<file path="src/rtl/struct_lane_write_arb_pkg.sv">
// Shared types and constants for the lane-serialised config write arbiter.
// The struct type itself is declared inside the top module, because a package
// cannot take the NLANES parameter.
package struct_lane_pkg;

  localparam int B_W       = 16;  // width of field b
  localparam int LANE_W    = 8;   // one byte lane of field a
  localparam int DATA_W    = 64;  // request data word
  localparam int MAX_LANES = 8;   // widest field a that idx/len can address

  // Request target select
  localparam logic SEL_A = 1'b0;
  localparam logic SEL_B = 1'b1;

  typedef enum logic {
    IDLE = 1'b0,
    BUSY = 1'b1
  } state_e;

  // Byte k of a request data word
  function automatic logic [LANE_W-1:0] lane_byte(input logic [DATA_W-1:0] data,
                                                  input logic [2:0]        k);
    return data[{k, 3'b000} +: LANE_W];
  endfunction

endpackage

</file>
<file path="src/rtl/struct_lane_write_arb_if.sv">
// Request bus of the two requesters.
// The requesters drive valid, sel, idx, len and data. The arbiter drives a
// one-hot-or-zero ready.
interface struct_lane_write_arb_if;

  logic [1:0]       req_valid;
  logic [1:0]       req_ready;
  logic [1:0]       req_sel;
  logic [1:0][2:0]  req_idx;
  logic [1:0][2:0]  req_len;
  logic [1:0][63:0] req_data;

  modport master (
    output req_valid, req_sel, req_idx, req_len, req_data,
    input  req_ready
  );

  modport slave (
    input  req_valid, req_sel, req_idx, req_len, req_data,
    output req_ready
  );

endinterface

</file>
<file path="src/rtl/struct_lane_write_arb_rr_arb2.sv">
// Purpose: two-way round-robin grant. When both requesters are valid, the one
//   that did not win last time gets the grant.
// Latency: the grant is combinational from req/en, and the pointer updates on the granted edge.
// Backpressure: en low forces the grant to zero. The pointer moves only on a grant.
module rr_arb2 (
  input  logic       clk,
  input  logic       rst,
  input  logic [1:0] req,
  input  logic       en,
  output logic [1:0] gnt
);

  // Last winner. It resets to 1 so that requester 0 is preferred first.
  logic last_q;

  // Grant selection: a lone requester wins; a tie goes to the non-last winner
  always_comb begin
    gnt = 2'b00;
    if (en) begin
      case (req)
        2'b01:   gnt = 2'b01;
        2'b10:   gnt = 2'b10;
        2'b11:   gnt = last_q ? 2'b01 : 2'b10;
        default: gnt = 2'b00;
      endcase
    end
  end

  // Remember the winner of each accepted grant
  always_ff @(posedge clk or posedge rst) begin
    if (rst) begin
      last_q <= 1'b1;
    end else if (|gnt) begin
      last_q <= gnt[1];
    end
  end

endmodule

</file>
<file path="src/rtl/struct_lane_write_arb.sv">
// Purpose: arbitrates two requesters writing one shared packed config struct
//   {a[NLANES] bytes, b[15:0]}. Writes to a are serialised one lane per cycle.
// Latency: handshake at T, lanes are written at T+1..T+1+len, and done pulses at T+2+len.
// Backpressure: req_ready is low while busy, in reset, or during clear. A new
//   handshake is possible in the cycle that done is high.
module struct_lane_write_arb
  import struct_lane_pkg::*;
#(
  parameter int NLANES = 8
) (
  input  logic                     clk,
  input  logic                     rst,
  input  logic                     clear,
  struct_lane_write_arb_if.slave   req,
  output logic [NLANES*8+B_W-1:0]  cfg_q,
  output logic                     done,
  output logic                     err,
  output logic                     gnt_id
);

  typedef struct packed {
    logic [NLANES-1:0][LANE_W-1:0] a;
    logic [B_W-1:0]                b;
  } cfg_s;

  cfg_s                cfg_r;
  state_e              state_q;
  logic                sel_q;
  logic [2:0]          idx_q;
  logic [2:0]          len_q;
  logic [2:0]          k_q;
  logic [DATA_W-1:0]   data_q;
  logic                oor_acc_q;

  logic [1:0]          gnt;
  logic                arb_en;
  logic                win;
  logic [3:0]          lane;
  logic                lane_oor;
  logic                last_lane;
  logic [LANE_W-1:0]   byte_k;

  rr_arb2 u_arb (
    .clk (clk),
    .rst (rst),
    .req (req.req_valid),
    .en  (arb_en),
    .gnt (gnt)
  );

  assign req.req_ready = gnt;
  assign cfg_q         = cfg_r;

  // Arbitration enable and decode of the lane being written this cycle
  always_comb begin
    arb_en    = (state_q == IDLE) && !clear && !rst;
    win       = gnt[1];
    lane      = {1'b0, idx_q} + {1'b0, k_q};
    lane_oor  = (lane >= 4'(NLANES));
    last_lane = (k_q == len_q);
    byte_k    = lane_byte(data_q, k_q);
  end

  // Capture on handshake, then serialise lane writes. clear overrides all writes.
  always_ff @(posedge clk or posedge rst) begin
    if (rst) begin
      cfg_r     <= '0;
      state_q   <= IDLE;
      sel_q     <= SEL_A;
      idx_q     <= '0;
      len_q     <= '0;
      k_q       <= '0;
      data_q    <= '0;
      oor_acc_q <= 1'b0;
      done      <= 1'b0;
      err       <= 1'b0;
      gnt_id    <= 1'b0;
    end else if (clear) begin
      cfg_r     <= '0;
      state_q   <= IDLE;
      k_q       <= '0;
      oor_acc_q <= 1'b0;
      done      <= 1'b0;
      err       <= 1'b0;
    end else begin
      done <= 1'b0;
      err  <= 1'b0;
      case (state_q)
        IDLE: begin
          if (|gnt) begin
            sel_q     <= req.req_sel[win];
            idx_q     <= req.req_idx[win];
            len_q     <= req.req_len[win];
            data_q    <= req.req_data[win];
            gnt_id    <= win;
            k_q       <= '0;
            oor_acc_q <= 1'b0;
            state_q   <= BUSY;
          end
        end
        BUSY: begin
          if (sel_q == SEL_B) begin
            cfg_r.b <= data_q[B_W-1:0];
            done    <= 1'b1;
            state_q <= IDLE;
          end else begin
            // Lanes past the top of a are dropped. No wrap is applied, but the cycle is still spent.
            for (int i = 0; i < NLANES; i++) begin
              if (lane == 4'(i)) cfg_r.a[i] <= byte_k;
            end
            if (last_lane) begin
              done    <= 1'b1;
              err     <= oor_acc_q | lane_oor;
              state_q <= IDLE;
            end else begin
              k_q       <= k_q + 3'd1;
              oor_acc_q <= oor_acc_q | lane_oor;
            end
          end
        end
        default: state_q <= IDLE;
      endcase
    end
  end

endmodule

</file>
<file path="src/flat_wrapper.sv">
// flat-port wrapper written by rule: the top's interface ports become plain ports
module struct_lane_write_arb_flat import struct_lane_pkg::*;
#(
  parameter int NLANES = 8
)
  (clk, rst, clear, cfg_q, done, err, gnt_id, req_req_valid, req_req_sel, req_req_idx, req_req_len, req_req_data, req_req_ready);
  struct_lane_write_arb_if req_i ();
  input  logic clk;
  input  logic rst;
  input  logic clear;
  output logic [NLANES*8+B_W-1:0] cfg_q;
  output logic done;
  output logic err;
  output logic gnt_id;
  input wire logic [$bits(req_i.req_valid)-1:0] req_req_valid;
  input wire logic [$bits(req_i.req_sel)-1:0] req_req_sel;
  input wire logic [$bits(req_i.req_idx)-1:0] req_req_idx;
  input wire logic [$bits(req_i.req_len)-1:0] req_req_len;
  input wire logic [$bits(req_i.req_data)-1:0] req_req_data;
  output wire logic [$bits(req_i.req_ready)-1:0] req_req_ready;
  assign req_i.req_valid = req_req_valid;
  assign req_i.req_sel = req_req_sel;
  assign req_i.req_idx = req_req_idx;
  assign req_i.req_len = req_req_len;
  assign req_i.req_data = req_req_data;
  assign req_req_ready = req_i.req_ready;
  struct_lane_write_arb #(.NLANES(NLANES)) u_core (.clk(clk), .rst(rst), .clear(clear), .req(req_i), .cfg_q(cfg_q), .done(done), .err(err), .gnt_id(gnt_id));
endmodule
</file>
<file path="config.mk">
export PLATFORM = sky130hd
export DESIGN_NAME = struct_lane_write_arb_flat
export DESIGN_NICKNAME = d
export VERILOG_FILES = /design/src/rtl/struct_lane_write_arb_pkg.sv /design/src/rtl/struct_lane_write_arb_if.sv /design/src/rtl/struct_lane_write_arb_rr_arb2.sv /design/src/rtl/struct_lane_write_arb.sv /design/src/flat_wrapper.sv
export SDC_FILE = /design/constraint.sdc
export NUM_CORES = 1
export LEC_CHECK = 0
export ABC_AREA = 1
export BUFFER_PORTS_ARGS = -buffer_cell sky130_fd_sc_hd__buf_2
export CAP_MARGIN = 20
export CORE_AREA = 2 2 142 130
export DETAILED_ROUTE_END_ITERATION = 12
export DIE_AREA = 0 0 144 132
export GPL_TIMING_DRIVEN = 0
export PLACE_DENSITY_LB_ADDON = 0.12
export SLEW_MARGIN = 5
export SYNTH_ARGS = -nofsm -noshare
export SYNTH_HDL_FRONTEND = slang
export SYNTH_SLANG_ARGS = --single-unit
</file>
<file path="constraint.sdc">
create_clock -name clk -period 9.9 [get_ports clk]
set_clock_uncertainty 0.05 [all_clocks]
set_input_delay 1.98 -clock clk [delete_from_list [all_inputs] [get_ports clk]]
set_output_delay 1.98 -clock clk [all_outputs]
set_load 0.01 [all_outputs]
</file>
==> flow_summary.ini, run 1 <==
[outcome]
status = completed

[cells_and_area]
area_growth_pct = 26.9
most_used_cells_in_the_layout_excluding_fill_and_tap_cells = 360 x sky130_fd_sc_hd__nand2_1, 265 x sky130_fd_sc_hd__buf_2, 159 x sky130_fd_sc_hd__dfrtp_1, 114 x sky130_fd_sc_hd__nor2_1, 93 x sky130_fd_sc_hd__nand3_1
final_nets = 1392
layout-drive-gt1-share_pct = 27.2
mostFrequentLayoutCell = sky130_fd_sc_hd__nand2_1
finish.cell_count_without_fillers = 1493
postLayoutCellArea_mm2 = 0.00981

[route]
post_drt_wl_per_cell_um = 16.2
drc_errors = 0
route.detailed.vias_per_inst = 5.07
initialDrtViolationCount = 576
route.antenna.remaining_nets = 0
vias = 7567
postRouteWirelength_um = 24200
drt-pass1-iter-count = 6

[setup_path]
kind_of_end_point_of_the_critical_path = primary output
standard_cell_with_the_maximum_stage_delay_on_the_critical_path = sky130_fd_sc_hd__buf_16
worstPathRequired_ns = 7.87
type_of_origin_of_the_critical_path = input port
timing.critical_path.cells = buf_2 -> inv_8 -> buf_16 -> nand3_1 -> inv_2 -> buf_2 -> buf_2
critPathMaxFanout = 94
data_arrival_time_at_the_worst_slack_endpoint_ns = 3.79
path_common_cell = sky130_fd_sc_hd__buf_2
cp_slowest_stage_delay_ns = 0.43
r2r_slack_ns = 7.50
timing_worst_setup_path_type = in2out
critical-path-top-delay-family = buffers and inverters
critical_path.n_buffers_inverters = 6

[sta]
max_freq_mhz = 172
worst-slew-pin-transition_ns = 0.548
timing.setup.tns_ns = 0
layout_min_cycle_time_ns = 5.82
post-route-period-util_pct = 58.8
worst_slew_margin_relative_to_its_limit_pct = 63.3
rsz0062_at_grt = false
drv_slew = 0
final_hold_viol_count = 0
setup-violations-final = 0

[logic_synthesis]
synth_edf_count = 0
synthesis.area_mm2 = 0.00773
synth-seq-area-share_pct = 51.8
synth_top_cells_by_area = sky130_fd_sc_hd__dfrtp_1 51%, sky130_fd_sc_hd__nand2_1 17%, sky130_fd_sc_hd__nand3_1 6.0%
post_synth_inst_count = 989
netlist-cell-type-count = 27
ys_ff_latch = 160
post_synth_top_area_share_pct = 51.5
async_reset_ff_share_pct = 100
average_footprint_of_a_synthesized_cell_um2 = 7.81
netlist.top_cell.by_area = sky130_fd_sc_hd__dfrtp_1
mappedNetlistNets = 1141
synth_ff_type = sky130_fd_sc_hd__dfrtp_1
yosys_warnings = 0

[global_route]
met2_usage_in_global_routing_pct = 39.8
grt_first_pass_wirelength_um = 38300
grtUsageTotal_pct = 26.2
grt_use_met3_pct = 5.05
number_of_global_route_vias_before_repair = 7293
grt_start_max_net_pins = 95
grt.busiest_layer = met2
overflow = 0
initial_antenna_violation_count = 1
global_route.usage.met1_pct = 38.5

[floorplan]
design.die.area_mm2 = 0.0190
initial_core_util_pct = 44.3
io_pins = 232
rows = 46
die_w_um = 144
die_h_um = 132
core_area_mm2 = 0.0174

[clocking]
tritoncts = done
clock_tree.buffer_depth = 2
h_tree_levels = 4
cts.sinks = 160
post_cts.resized_instances = 0
cts_made_buffers = 17
postCtsHoldBufs = 0
clkTransAtPathRegs_ns = 0.06
cts.repair_timing.setup_buffer_count = 0
clock-root-buffer = sky130_fd_sc_hd__clkbuf_16
clkLatencyLatePin_ns = 0.43

[run]
max-cap-violations = 0

[min_path]
path_class_of_the_lowest_slack_min_delay_path = reg2reg

[placed_design]
detailed_place.area_mm2 = 0.00922
dp.cells = 1461
gp_congestion = 0.885
place.port_buffers = 231
dpl.hpwl_um = 17500

[power]
total_power_w = 0.00194
power_per_cell_area_mw_per_mm2 = 198
max-vdd-ir-drop_uv = 108
power_leakage_nw = 5.21
## state kept, by name, indices dropped and copies added (netlist names)
signal               cells
u_core.len_q             3
u_core.oor_acc_q         1
u_core.gnt_id            1
u_core.idx_q             3
u_core.sel_q             1
u_core.data_q           64
u_core.done              1
u_core.state_q           1
u_core.k_q               3
u_core.err               1
u_core.u_arb.last_q      1
u_core.cfg_q            80
## routing by layer
| layer | up-vias | routed length [um] | part of all wire, % |
|---|---|---|---|
| met3 | 35 | 1540 | 6.3 |
| met1 | 3540 | 11500 | 48 |
| met5 | - | 0 | 0 |
| met4 | 0 | 402 | 1.7 |
| li1 | 3731 | - | - |
| met2 | 261 | 10700 | 44 |
## metrics by stage
stage / utilization [%] / hold WS [ns] / worst slack [ns]
floorplan: - / 0.402 / 3.32
detailed placement: 52.9 / 0.410 / 3.96
finish: 56.2 / 0.425 / 4.08
global placement: 52.7 / 0.406 / 1.87
global route: 56.2 / 0.439 / 3.79
CTS: 56.2 / 0.425 / 3.96
## area by class of cell
class / count / area, um2
antenna: 1 / 2.50
inverter: 46 / 183
tap: 240 / 300
clock inverter: 10 / 138
sequential: 160 / 4010
clock buffer: 21 / 450
buffer: 55 / 298
timing repair buffer: 232 / 1180
fill: 1725 / 7630
multi-input combinational: 728 / 3250
## cells in the mapped netlist, types with 2 or more instances
library cell and number:
sky130_fd_sc_hd__buf_6 2, sky130_fd_sc_hd__nor2_1 114, sky130_fd_sc_hd__o21ai_1 44, sky130_fd_sc_hd__dfrtp_1 159, sky130_fd_sc_hd__nand3_1 93, sky130_fd_sc_hd__nand4_1 9, sky130_fd_sc_hd__nor3_1 6, sky130_fd_sc_hd__a31oi_1 71
sky130_fd_sc_hd__inv_2 18, sky130_fd_sc_hd__ha_1 4, sky130_fd_sc_hd__clkbuf_1 10, sky130_fd_sc_hd__inv_1 27, sky130_fd_sc_hd__nand2_2 11, sky130_fd_sc_hd__nand2_1 360, sky130_fd_sc_hd__buf_2 34, sky130_fd_sc_hd__o21ai_0 6
sky130_fd_sc_hd__buf_4 9, sky130_fd_sc_hd__a21oi_1 3
## final timing paths
check	start	end	depth (start not counted)
min	u_core.u_arb.last_q$_DFFE_PP1P_	u_core.u_arb.last_q$_DFFE_PP1P_	2
min in group asynchronous	rst	u_core.data_q[12]$_DFFE_PP0P_	2
max reg2reg	u_core.k_q[1]$_DFFE_PP0P_	u_core.cfg_q[50]$_DFFE_PP0P_	10
min reg2reg	u_core.u_arb.last_q$_DFFE_PP1P_	u_core.u_arb.last_q$_DFFE_PP1P_	2
max in group asynchronous	rst	u_core.data_q[39]$_DFFE_PP0P_	3
max	rst	req_req_ready[1]	7
## worst register-to-register path: cells and delay by family (launching register included)
family / cells / cell delay, ns
AND/OR/NAND/NOR: 5 / 0.72
buffers and inverters: 4 / 0.52
adder cells (fa/ha/maj): 1 / 0.57
flip-flops: 1 / 0.43
## report_power, final
group	total, W	internal (W)	switching, W
clock network	0.000674	0.000401	0.000273
logic	0.000415	0.000159	0.000256
registers	0.000848	0.000768	0.0000804
total	0.00194	0.00133	0.000609
## cell families (layout without fill, tap and decap cells)
kind of cell / Yosys count / in the layout / synth area share [%]
and+or+nand+nor: 596 / 596 / 31.4
DFF: 160 / 160 / 51.8
AOI/OAI and AO/OA: 125 / 125 / 9.46
buffers and inverters: 101 / 364 / 6.12
adders and majority gates: 5 / 5 / 0.907
xor gates and xnor gates: 2 / 2 / 0.324
other: 0 / 1 / 0
Power figures use the tool's default switching activity.
==> run 2, diff against run 1 <==
- ABC_AREA: 1 -> 0
- CORE_AREA: 2 2 142 130 -> 2 2 141 129
- DIE_AREA: 0 0 144 132 -> 0 0 143 131
- clock period: 9.9 -> 5.9 ns (I/O delays scaled with it)
==> flow_summary.ini, run 2 <==
[logic_synthesis]
synth_ff_type = sky130_fd_sc_hd__dfrtp_1
synth-seq-area-share_pct = 52.1
synth_edf_count = 0
synthesis.area_mm2 = 0.00768
post_synth_top_area_share_pct = 51.8
synth_top_cells_by_area = sky130_fd_sc_hd__dfrtp_1 52%, sky130_fd_sc_hd__mux2i_1 9.2%, sky130_fd_sc_hd__o32ai_1 7.3%
synth_most_common_cell = sky130_fd_sc_hd__dfrtp_1
average_footprint_of_a_synthesized_cell_um2 = 11.0
yosys_warnings = 0
netlist-cell-type-count = 43
async_reset_ff_share_pct = 100
synth.top_cells.by_count = 159 x sky130_fd_sc_hd__dfrtp_1, 79 x sky130_fd_sc_hd__a21oi_1, 78 x sky130_fd_sc_hd__nor2_1
ys_ff_latch = 160
netlist.top_cell.by_area = sky130_fd_sc_hd__dfrtp_1
post_synth_inst_count = 698
mappedNetlistNets = 850

[global_route]
grt_start_max_net_pins = 96
grt_first_pass_wirelength_um = 33000
initial_antenna_violation_count = 0
overflow = 0
grtUsageTotal_pct = 23.8
number_of_global_route_vias_before_repair = 5996

[sta]
drv_slew = 0
hold_slack_ns = 0.422
timing.setup.tns_ns = 0
post-route-period-util_pct = 63.3
post-route-worst-setup-slack_ns = 2.17
worst-slew-pin-transition_ns = 0.735
max_freq_mhz = 268
rsz0062_at_grt = false
final_hold_viol_count = 0
layout_min_cycle_time_ns = 3.73
worst_slew_margin_relative_to_its_limit_pct = 51.0
setup-violations-final = 0

[power]
combPwrFrac_pct = 16.9
seq_power_share_pct = 43.6
swShare_pct = 27.8
max-vdd-ir-drop_uv = 216
switchingPower_w = 0.000836
power_leakage_nw = 4.95
power_per_cell_area_mw_per_mm2 = 306
clock_power_share_pct = 39.5
internal_power_w = 0.00217

[placed_design]
place.port_buffers = 230
detailed_place.area_mm2 = 0.00917
dp_worst_setup_slack_ns = 2.16
gp_congestion = 0.794
dpl.hpwl_um = 15500

[setup_path]
type_of_origin_of_the_critical_path = input port
cp-startpoint = clear
critical-path-top-delay-family = buffers and inverters
critical_path.n_buffers_inverters = 5
critical_path.reg2reg.endpoint = u_core.cfg_q[39]$_DFFE_PP0P_
worstPathRequired_ns = 4.67
kind_of_end_point_of_the_critical_path = primary output
standard_cell_with_the_maximum_stage_delay_on_the_critical_path = sky130_fd_sc_hd__nor3_1
reg2reg_depth = 7
r2r_slack_ns = 2.81
timing.critical_path.cells = buf_2 -> nor3_1 -> nand3_1 -> buf_4 -> buf_2 -> inv_1 -> buf_2
timing_worst_setup_path_type = in2out
critPathMaxFanout = 10
timing.rr.start = u_core.k_q[1]$_DFFE_PP0P_
critical_path_depth = 7
cp-endpoint = req_req_ready[1]
cp_slowest_stage_delay_ns = 0.33
data_arrival_time_at_the_worst_slack_endpoint_ns = 2.50
path_common_cell = sky130_fd_sc_hd__buf_2

[cells_and_area]
postLayoutCellArea_mm2 = 0.00980
mostFrequentLayoutCell = sky130_fd_sc_hd__buf_2
layout.core_utilization_pct = 56.6
layout-drive-gt1-share_pct = 33.8
diodes = 0
fill_cells = 1548
most_used_cells_in_the_layout_excluding_fill_and_tap_cells = 251 x sky130_fd_sc_hd__buf_2, 159 x sky130_fd_sc_hd__dfrtp_1, 79 x sky130_fd_sc_hd__a21oi_1, 78 x sky130_fd_sc_hd__nor2_1, 73 x sky130_fd_sc_hd__inv_1
largest_register_ffs = 80
area_growth_pct = 27.6
final_nets = 1100

[route]
drc_errors = 0
post_drt_wl_per_cell_um = 18.0
vias = 6297
route.detailed.vias_per_inst = 5.25
route.antenna.remaining_nets = 0
drt-pass1-iter-count = 4
initialDrtViolationCount = 479
postRouteWirelength_um = 21600

[min_path]
path_class_of_the_lowest_slack_min_delay_path = reg2reg

[run]
max-cap-violations = 0

[clocking]
postCtsHoldBufs = 0
clock_tree.buffer_depth = 2
cts_made_buffers = 17
post_cts.resized_instances = 0
tritoncts = done
clock-root-buffer = sky130_fd_sc_hd__clkbuf_16
h_tree_levels = 4
cts.repair_timing.setup_buffer_count = 0
cts.sinks = 160
clkLatencyLatePin_ns = 0.44
clkTransAtPathRegs_ns = 0.07

[floorplan]
core_area_mm2 = 0.0173
initial_core_util_pct = 44.4
rows = 46
design.die.area_mm2 = 0.0187
die_w_um = 143
die_h_um = 131
io_pins = 232

[outcome]
status = completed
run 2: changes by cell type after synthesis, sizes merged, moves of 64 or more:
cell   before  now
nand2     371   35
nand3      93    9
mux2i       0   79
a21oi       3   79
a31oi      71    0
o32ai       0   64
run 2: how the worst min path moves through the flow:
stage                               startpoint                              end  slack [ns]  cells after the start
3_3_place_gp       u_core.cfg_q[4]$_DFFE_PP0P_      u_core.cfg_q[4]$_DFFE_PP0P_        0.41                      2
6_report           u_core.cfg_q[0]$_DFFE_PP0P_      u_core.cfg_q[0]$_DFFE_PP0P_        0.42                      2
4_1_cts            u_core.cfg_q[0]$_DFFE_PP0P_      u_core.cfg_q[0]$_DFFE_PP0P_        0.43                      2
3_5_place_dp       u_core.cfg_q[0]$_DFFE_PP0P_      u_core.cfg_q[0]$_DFFE_PP0P_        0.42                      2
2_1_floorplan  u_core.u_arb.last_q$_DFFE_PP1P_  u_core.u_arb.last_q$_DFFE_PP1P_        0.43                      2
5_1_grt            u_core.cfg_q[1]$_DFFE_PP0P_      u_core.cfg_q[1]$_DFFE_PP0P_        0.46                      2
run 2: through the flow:
| step | instances | total power, W |
|---|---|---|
| global placement | 1168 | 0.00183 |
| floorplan | 698 | 0.00162 |
| detailed placement | 1169 | 0.00184 |
| CTS | 1200 | 0.00302 |
| finish | 1200 | 0.00300 |
| global route | 1200 | 0.00313 |
run 2: logic make-up (layout without fill, tap and decap cells):
| group | after synthesis | in the layout | synth area share (%) |
|---|---|---|---|
| AO/OA/AOI/OAI | 170 | 170 | 14.6 |
| AND/OR/NAND/NOR | 149 | 149 | 8.84 |
| XOR/XNOR | 3 | 3 | 0.342 |
| multiplexers | 96 | 96 | 16.5 |
| flip-flops | 160 | 160 | 52.1 |
| adder cells (fa/ha/maj) | 5 | 5 | 0.912 |
| buffers and inverters | 115 | 377 | 6.61 |
run 2: tightest hold or removal path, cell delays in order, from the launching register on:
cell and delay (ns):
sky130_fd_sc_hd__dfrtp_1 0.34, sky130_fd_sc_hd__nand2_1 0.04, sky130_fd_sc_hd__o21ai_0 0.06
run 2: cell type report:
class                      count  area, um2  share of cell area (%)
multi-input combinational    423       3170                    32.3
timing repair buffer         231       1180                    12.0
buffer                        41        230                    2.35
clock inverter                12        181                    1.85
tap                          240        300                    3.06
clock buffer                  19        453                    4.62
sequential                   160       4010                    40.8
inverter                      74        285                    2.91
run 2: routing by layer:
layer	GRT usage, %	vias up	share of wire [%]
li1	-	3003	-
met1	35.5	3038	46
met2	35.9	235	46
met3	4.77	21	6.4
met4	6.06	0	1.2
met5	0	-	0
run 2: power by group through the flow:
stage                     sequential, W  clock (W)  combinational, W
after floorplan                 0.00130          0          0.000323
after global placement          0.00133          0          0.000501
after detailed placement        0.00133          0          0.000512
after CTS                       0.00131    0.00120          0.000514
after global routing            0.00132    0.00125          0.000563
final                           0.00131    0.00119          0.000509
